`config.mk`:
```
export PLATFORM = sky130hd
export DESIGN_NAME = alu_exec_unit
export DESIGN_NICKNAME = d
export VERILOG_FILES = /design/src/rtl/alu_pkg.sv /design/src/rtl/alu_exec_unit_core.sv /design/src/rtl/alu_exec_unit.sv
export SDC_FILE = /design/constraint.sdc
export NUM_CORES = 1
export LEC_CHECK = 0
export CAP_MARGIN = 20
export CORE_ASPECT_RATIO = 2
export CORE_UTILIZATION = 56
export DETAILED_ROUTE_END_ITERATION = 10
export PLACE_DENSITY = 0.86
export SLEW_MARGIN = 20
export SYNTH_ARGS = -nofsm -noshare
export SYNTH_HDL_FRONTEND = slang
export SYNTH_HIERARCHICAL = 1
export SYNTH_SLANG_ARGS = --single-unit
```
`constraint.sdc`:
```
create_clock -name clk -period 2.2 [get_ports clk]
set_input_delay 0.44 -clock clk [delete_from_list [all_inputs] [get_ports clk]]
set_output_delay 0.44 -clock clk [all_outputs]
set_load 0.05 [all_outputs]
```
`src/rtl/alu_pkg.sv`:
```
// Shared ALU definitions: operation codes and the result-entry bundle
// carried between the execute stage and EX/MEM.
package alu_pkg;

   localparam int ALU_XLEN  = 32;
   localparam int ALU_TAG_W = 5;

   typedef enum logic [3:0] {
      ALU_AND     = 4'b0000,
      ALU_OR      = 4'b0001,
      ALU_ADD     = 4'b0010,
      ALU_XOR     = 4'b0011,
      ALU_SUB     = 4'b0110,
      ALU_INVALID = 4'b1111
   } alu_ctrl_e;

   typedef struct packed {
      logic [ALU_XLEN-1:0]  result;
      logic                 zero;
      logic                 illegal;
      logic [ALU_TAG_W-1:0] tag;
   } res_entry_t;

   function automatic logic is_legal(input logic [3:0] code);
      return (code == ALU_AND) || (code == ALU_OR) ||
             (code == ALU_ADD) || (code == ALU_XOR) ||
             (code == ALU_SUB);
   endfunction

endpackage

```
`src/rtl/alu_exec_unit_core.sv`:
```
// Combinational ALU: code, a, b -> result, zero, illegal.
// Unknown codes produce result 0 with illegal set.
module alu_core
   import alu_pkg::*;
#(
   parameter int XLEN = ALU_XLEN
) (
   input  logic [3:0]      code,
   input  logic [XLEN-1:0] a,
   input  logic [XLEN-1:0] b,
   output logic [XLEN-1:0] result,
   output logic            zero,
   output logic            illegal
);

   always_comb begin
      result  = '0;
      illegal = 1'b0;
      case (code)
         ALU_AND: result = a & b;
         ALU_OR:  result = a | b;
         ALU_ADD: result = a + b;
         ALU_XOR: result = a ^ b;
         ALU_SUB: result = a - b;
         default: begin
            result  = '0;
            illegal = 1'b1;
         end
      endcase
   end

   assign zero = (result == '0);

endmodule

```
`src/rtl/alu_exec_unit.sv`:
```
// Execute-stage ALU with valid/ready in/out, one OUT register and one
// skid register so that in_ready can be registered at full throughput.
// Ports: clk, rst_n, flush, in_* (valid/ready/op/operands/tag),
// out_* (valid/ready/result/zero/illegal/tag), op_count.
module alu_exec_unit
   import alu_pkg::*;
#(
   parameter int XLEN  = ALU_XLEN,
   parameter int TAG_W = ALU_TAG_W
) (
   input  logic             clk,
   input  logic             rst_n,
   input  logic             flush,
   input  logic             in_valid,
   output logic             in_ready,
   input  logic [3:0]       in_alu_control,
   input  logic [XLEN-1:0]  in_a,
   input  logic [XLEN-1:0]  in_b,
   input  logic [TAG_W-1:0] in_tag,
   output logic             out_valid,
   input  logic             out_ready,
   output logic [XLEN-1:0]  out_result,
   output logic             out_zero,
   output logic             out_illegal,
   output logic [TAG_W-1:0] out_tag,
   output logic [15:0]      op_count
);

   logic [XLEN-1:0] core_result;
   logic            core_zero;
   logic            core_illegal;

   alu_core #(.XLEN(XLEN)) u_core (
      .code    (in_alu_control),
      .a       (in_a),
      .b       (in_b),
      .result  (core_result),
      .zero    (core_zero),
      .illegal (core_illegal)
   );

   res_entry_t new_e;
   res_entry_t out_q, out_d;
   res_entry_t skid_q, skid_d;
   logic       out_v_q, out_v_d;
   logic       skid_v_q, skid_v_d;

   logic accept;
   logic drain;

   always_comb begin
      new_e         = '0;
      new_e.result  = core_result;
      new_e.zero    = core_zero;
      new_e.illegal = core_illegal;
      new_e.tag     = in_tag;
   end

   assign accept = in_valid && in_ready && !flush;
   assign drain  = out_v_q && out_ready;

   // Next-state of the two-entry store. Ordering is preserved by always
   // refilling OUT from SKID before taking a new entry into OUT.
   always_comb begin
      out_d    = out_q;
      skid_d   = skid_q;
      out_v_d  = out_v_q;
      skid_v_d = skid_v_q;
      if (flush) begin
         out_v_d  = 1'b0;
         skid_v_d = 1'b0;
      end else if (drain && skid_v_q) begin
         out_d    = skid_q;
         out_v_d  = 1'b1;
         skid_v_d = 1'b0;
         if (accept) begin
            skid_d   = new_e;
            skid_v_d = 1'b1;
         end
      end else if (accept && (!out_v_q || drain)) begin
         out_d   = new_e;
         out_v_d = 1'b1;
      end else if (accept) begin
         skid_d   = new_e;
         skid_v_d = 1'b1;
      end else if (drain) begin
         out_v_d = 1'b0;
      end
   end

   always_ff @(posedge clk or negedge rst_n) begin
      if (!rst_n) begin
         out_q    <= '0;
         skid_q   <= '0;
         out_v_q  <= 1'b0;
         skid_v_q <= 1'b0;
         in_ready <= 1'b1;
      end else begin
         out_q    <= out_d;
         skid_q   <= skid_d;
         out_v_q  <= out_v_d;
         skid_v_q <= skid_v_d;
         in_ready <= !skid_v_d;
      end
   end

   always_ff @(posedge clk or negedge rst_n) begin
      if (!rst_n) begin
         op_count <= '0;
      end else if (accept && (op_count != 16'hFFFF)) begin
         op_count <= op_count + 16'd1;
      end
   end

   assign out_valid   = out_v_q;
   assign out_result  = out_q.result;
   assign out_zero    = out_q.zero;
   assign out_illegal = out_q.illegal;
   assign out_tag     = out_q.tag;

endmodule
```
==> reports/qor.yml, run 1 <==
global_route:
  overflow: 416
  grt_max_degree: 79
  grt_use_total_pct: 83.64
place:
  dpl-instance-area_um2: 12510
  dp_hpwl_mm: 25.31
  place.gp.congestion: 0.9705
  portBuffers: 134
logic_synthesis:
  syn_nets: 1216
  async_flop_share_pct: 100.0
  yosysSeqAreaShare_pct: 27.29
  synth.largest_area_cell: "dfrtp_1"
  synth_ff_type: "dfrtp_1"
  postSynthCellCount: 1040
  netlist_area_um2: 8899
  synth_seq_cells: 97
  yosysWarnings: 6
  avgSynthCellArea_um2: 8.556
  netlist.area_leader.share_pct: 27.00
  synth_cell_types: 82
  synth_edf_count: 0
  synth_area_leaders: "dfrtp_1 (27%), ha_1 (14%), mux2i_1 (5.6%)"
die:
  die_h_um: 180.3
  placementRows: 64
  io_pins: 135
  initial_core_util_pct: 57.88
  die_w_um: 91.14
clocking:
  cts_sinks: 97
  cts_buffers: 9
  cts_buffer_depth: 2
  clockRootBuffer: "clkbuf_16"
  htree_levels: 3
run_status:
  failing_step: "5_1_grt"
  firstError: "[ERROR GRT-0232] Routing congestion too high. Check the congestion heatmap in the GUI."
  status: "did not finish"
sta:
  worst_endpoint_kind: "register input"
  grt_repair_worst_endpoint: "out_zero$_DFFE_PN0P_/D"
==> per-layer routing <==
metal,global-route usage [%],GRT overflow
met1,79.83,2
met2,105.9,284
met3,61.77,1
met4,94.41,129
met5,8.333,0
==> repair_timing <==
item                                    in CTS
pin swaps                                  105
endpoints found under the hold margin       18
endpoints found under the setup margin      65
gates cloned                                 0
setup buffers                               52
resized for setup                          205
hold buffers                                 1
==> synth_stat cells (4+ instances only) <==
cell type / number
mux2_2: 41
buf_1: 4
nor4_1: 8
o21ai_0: 54
nor3_1: 13
a211oi_1: 15
o32ai_1: 7
dfrtp_1: 96
a22oi_1: 4
a21o_1: 9
a31oi_1: 11
and2_1: 6
nand2_1: 68
a21oi_1: 91
xnor2_1: 38
or4_1: 4
ha_1: 97
nand3_1: 17
o21a_1: 9
nor3b_1: 5
or3_1: 13
buf_2: 18
and3_1: 6
nand4_1: 15
nor2_1: 94
mux2i_1: 50
xor2_1: 11
inv_1: 93
o31ai_1: 8
nand2b_1: 8
nor2b_1: 5
clkbuf_1: 26
o211ai_1: 9
==> stage by stage <==
step                      util, %  setup slack, ps  cells  setup TNS [ps]  hold WS [ps]
after floorplan                 -            -2450   1040          -83770         144.4
after global placement      81.37            -3120   1584         -130510         353.6
after detailed placement    81.37            -3367   1584         -139560         363.8
after CTS                   90.24            -2597   1642          -92990         512.4
==> logic make-up after synthesis <==
| family | share of synthesized area [%] |
|---|---|
| AND/OR/NAND/NOR | 16.87 |
| XOR/XNOR | 5.006 |
| buffers and inverters | 6.257 |
| AO/OA/AOI/OAI | 19.90 |
| multiplexers | 10.81 |
| adder cells (fa/ha/maj) | 13.86 |
| flip-flops | 27.29 |
==> run 2, diff against run 1 <==
--- a/config.mk
+++ b/config.mk
@@ -6,10 +6,9 @@
 export NUM_CORES = 1
 export LEC_CHECK = 0
 export CAP_MARGIN = 20
-export CORE_ASPECT_RATIO = 2
-export CORE_UTILIZATION = 56
+export CORE_UTILIZATION = 40
 export DETAILED_ROUTE_END_ITERATION = 10
-export PLACE_DENSITY = 0.86
+export PLACE_DENSITY_LB_ADDON = 0.15
 export SLEW_MARGIN = 20
 export SYNTH_ARGS = -nofsm -noshare
 export SYNTH_HDL_FRONTEND = slang
==> reports/qor.yml, run 2 <==
sta:
  hold_viol: 0
  finClkSkew_ps: 4.972
  fin_crit_sh_pct: 218.9
  setup_tns_ps: -94540
  layout_min_cycle_time_ps: 4815
  fmax_mhz: 207.7
  timing.hold.ws_ps: 12.13
  setup_ws_ps: -2615
  maxSlewViolCount: 0
  rsz0062_at_grt: "true"
  tightest_slew_ps: 620.9
  slew_headroom_pct: 58.60
  setup_violations: 63
detailed_routing:
  wl_per_cell_um: 16.52
  via_per_inst: 5.292
  ant_nets: 0
  drt-total-wl_mm: 28.62
  drtPass1Iterations: 5
  first_iter_violations: 403
  vias: 9166
  drc_errors: 0
logic_synthesis:
  yosysSeqAreaShare_pct: 27.29
  synth_area_leaders: "dfrtp_1 (27%), ha_1 (14%), mux2i_1 (5.6%)"
  synth_seq_cells: 97
  netlist.area_leader.share_pct: 27.00
  synth_most_common_cell: "ha_1"
  postSynthCellCount: 1040
  avgSynthCellArea_um2: 8.556
  synth_ff_type: "dfrtp_1"
  yosys-top-cells-count: "ha_1 (97), dfrtp_1 (96), nor2_1 (94), inv_1 (93), a21oi_1 (91)"
  netlist_area_um2: 8899
  synth.largest_area_cell: "dfrtp_1"
  synth_cell_types: 82
  yosysWarnings: 6
  async_flop_share_pct: 100.0
  syn_nets: 1216
  synth_edf_count: 0
global_route:
  overflow: 0
  grt_pass1_vias: 8881
  grt_antenna_before_repair: 0
  grt_use_total_pct: 24.65
  grt_max_degree: 77
  grt_pass1_wl_mm: 44.61
die:
  die_h_um: 151.2
  placementRows: 54
  dieArea_um2: 22850
  initial_core_util_pct: 40.78
  core_area_um2: 21820
  io_pins: 135
  die_w_um: 151.2
pwr:
  p_total_mw: 8.407
  power_density_nw_per_um2: 586.1
  power_leakage_nw: 6.882
  ir_drop_uv: 682.6
finish:
  num-nets-final: 1623
  layout_common_cells: "buf_4 (258), clkdlybuf4s50_1 (119), dfrtp_1 (96)"
  antenna_cells: 0
  layoutNonFillerInstCount: 1732
  design_area_um2: 14350
  largest_reg_flops: 39
  drive_above_1_share_pct: 37.95
  largest_register: "skid_q"
  syn2layout_area_growth_pct: 61.21
  final_common_cell: "buf_4"
worst_setup_path:
  worstRegToRegCells: 4
  endpoint: "out_zero"
  crit_path_end_kind: "flip-flop"
  worst-setup-path-type: "in2reg"
  reg2reg_to: "op_count[13]"
  start_kind: "primary input"
  rrSetupSlack_ps: 330
  cp_max_fo: 4
  cp.arrival_ps: 5080
  r2r-start: "in_ready"
  crit_required_ps: 2470
  crit_start: "in_b[4]"
clocking:
  clockRootBuffer: "clkbuf_16"
  clk_latency_ps: 340
  tritoncts: "done"
  path_clk_slew_ps: 70
  cts_sinks: 97
  cts_buffers: 9
  htree_levels: 3
  cts_buffer_depth: 2
run:
  drv_cap: 0
worst_hold_path:
  hp-class: "in2async"
place:
  dpl-instance-area_um2: 12650
  place.gp.congestion: 0.8894
  portBuffers: 134
  place_inst: 1667
  dp_hpwl_mm: 21.12
run_status:
  status: "finished, violations left"
  violations: "negative setup slack"
run 2: timing repair:
item                                    4_1_cts  5_1_grt
hold buffers                                  0        0
pin swaps                                    67       85
resized for setup                           144      125
endpoints found under the setup margin       65       65
setup buffers                                34       30
run 2: worst min-delay path by stage:
stage	slack, ps	endpoint	from	depth (start not counted)
after floorplan	140	op_count[0]	rst_n	0
after global placement	390	op_count[8]	rst_n	1
after detailed placement	400	op_count[8]	rst_n	1
after CTS	20	op_count[8]	rst_n	1
after global routing	40	op_count[10]	rst_n	1
final	10	op_count[10]	rst_n	1
run 2: layout make-up:
| type | count | area (um2) |
|---|---|---|
| fillers | 1808 | 7478 |
| multi-input cells | 801 | 6940 |
| repair buffers | 445 | 3939 |
| flip-flops and latches | 97 | 2429 |
| inverters | 93 | 351.6 |
| well taps | 280 | 350.3 |
| clock buffers | 9 | 225.2 |
| clock inverters | 7 | 110.1 |
run 2: metal layers:
layer	GRT usage, %	share of wire [%]	wire length [um]	up-vias
li1	-	-	-	4519
met1	34.99	47	13520	4405
met2	40.64	47	13530	212
met3	2.440	4.1	1185	30
met4	4.700	1.3	374	0
met5	0	0	0	-
run 2: power by group:
| group | switching (mW) | internal, mW | total (mW) |
|---|---|---|---|
| Sequential | 0.262 | 2.14 | 2.40 |
| Clock | 0.725 | 1.02 | 1.75 |
| Combinational | 2.31 | 1.95 | 4.26 |
run 2: cell families after synthesis:
family / Yosys count / synth area share [%]
adders and majority gates: 98 / 13.86
and+or+nand+nor: 291 / 16.87
DFF: 97 / 27.29
buffers and inverters: 142 / 6.257
xor gates and xnor gates: 50 / 5.006
muxes: 91 / 10.81
AOI/OAI and AO/OA: 271 / 19.90
run 2: stage by stage:
| stage | setup slack [ps] | util (%) |
|---|---|---|
| floorplan | -2450 | - |
| global placement | -3109 | 57.95 |
| detailed placement | -3204 | 57.95 |
| CTS | -2581 | 62.47 |
| global route | -2831 | 65.73 |
| finish | -2615 | 65.73 |
run 2: critical path, stage by stage:
cell	delay, ps
buf_6	90
or3_4	400
buf_6	120
or3b_4	390
nor2_4	140
nand2_4	80
nor4_4	380
nor2_1	110
xnor2_1	140
ha_1	380
a21oi_2	200
buf_4	150
a21oi_2	50
a21boi_2	200
a2bb2oi_2	180
o21ai_2	90
or4_1	420
a31oi_2	200
xnor2_1	150
o22ai_2	120
nor4_2	330
mux2i_1	150
a21oi_1	160
Power figures use the tool's default switching activity.
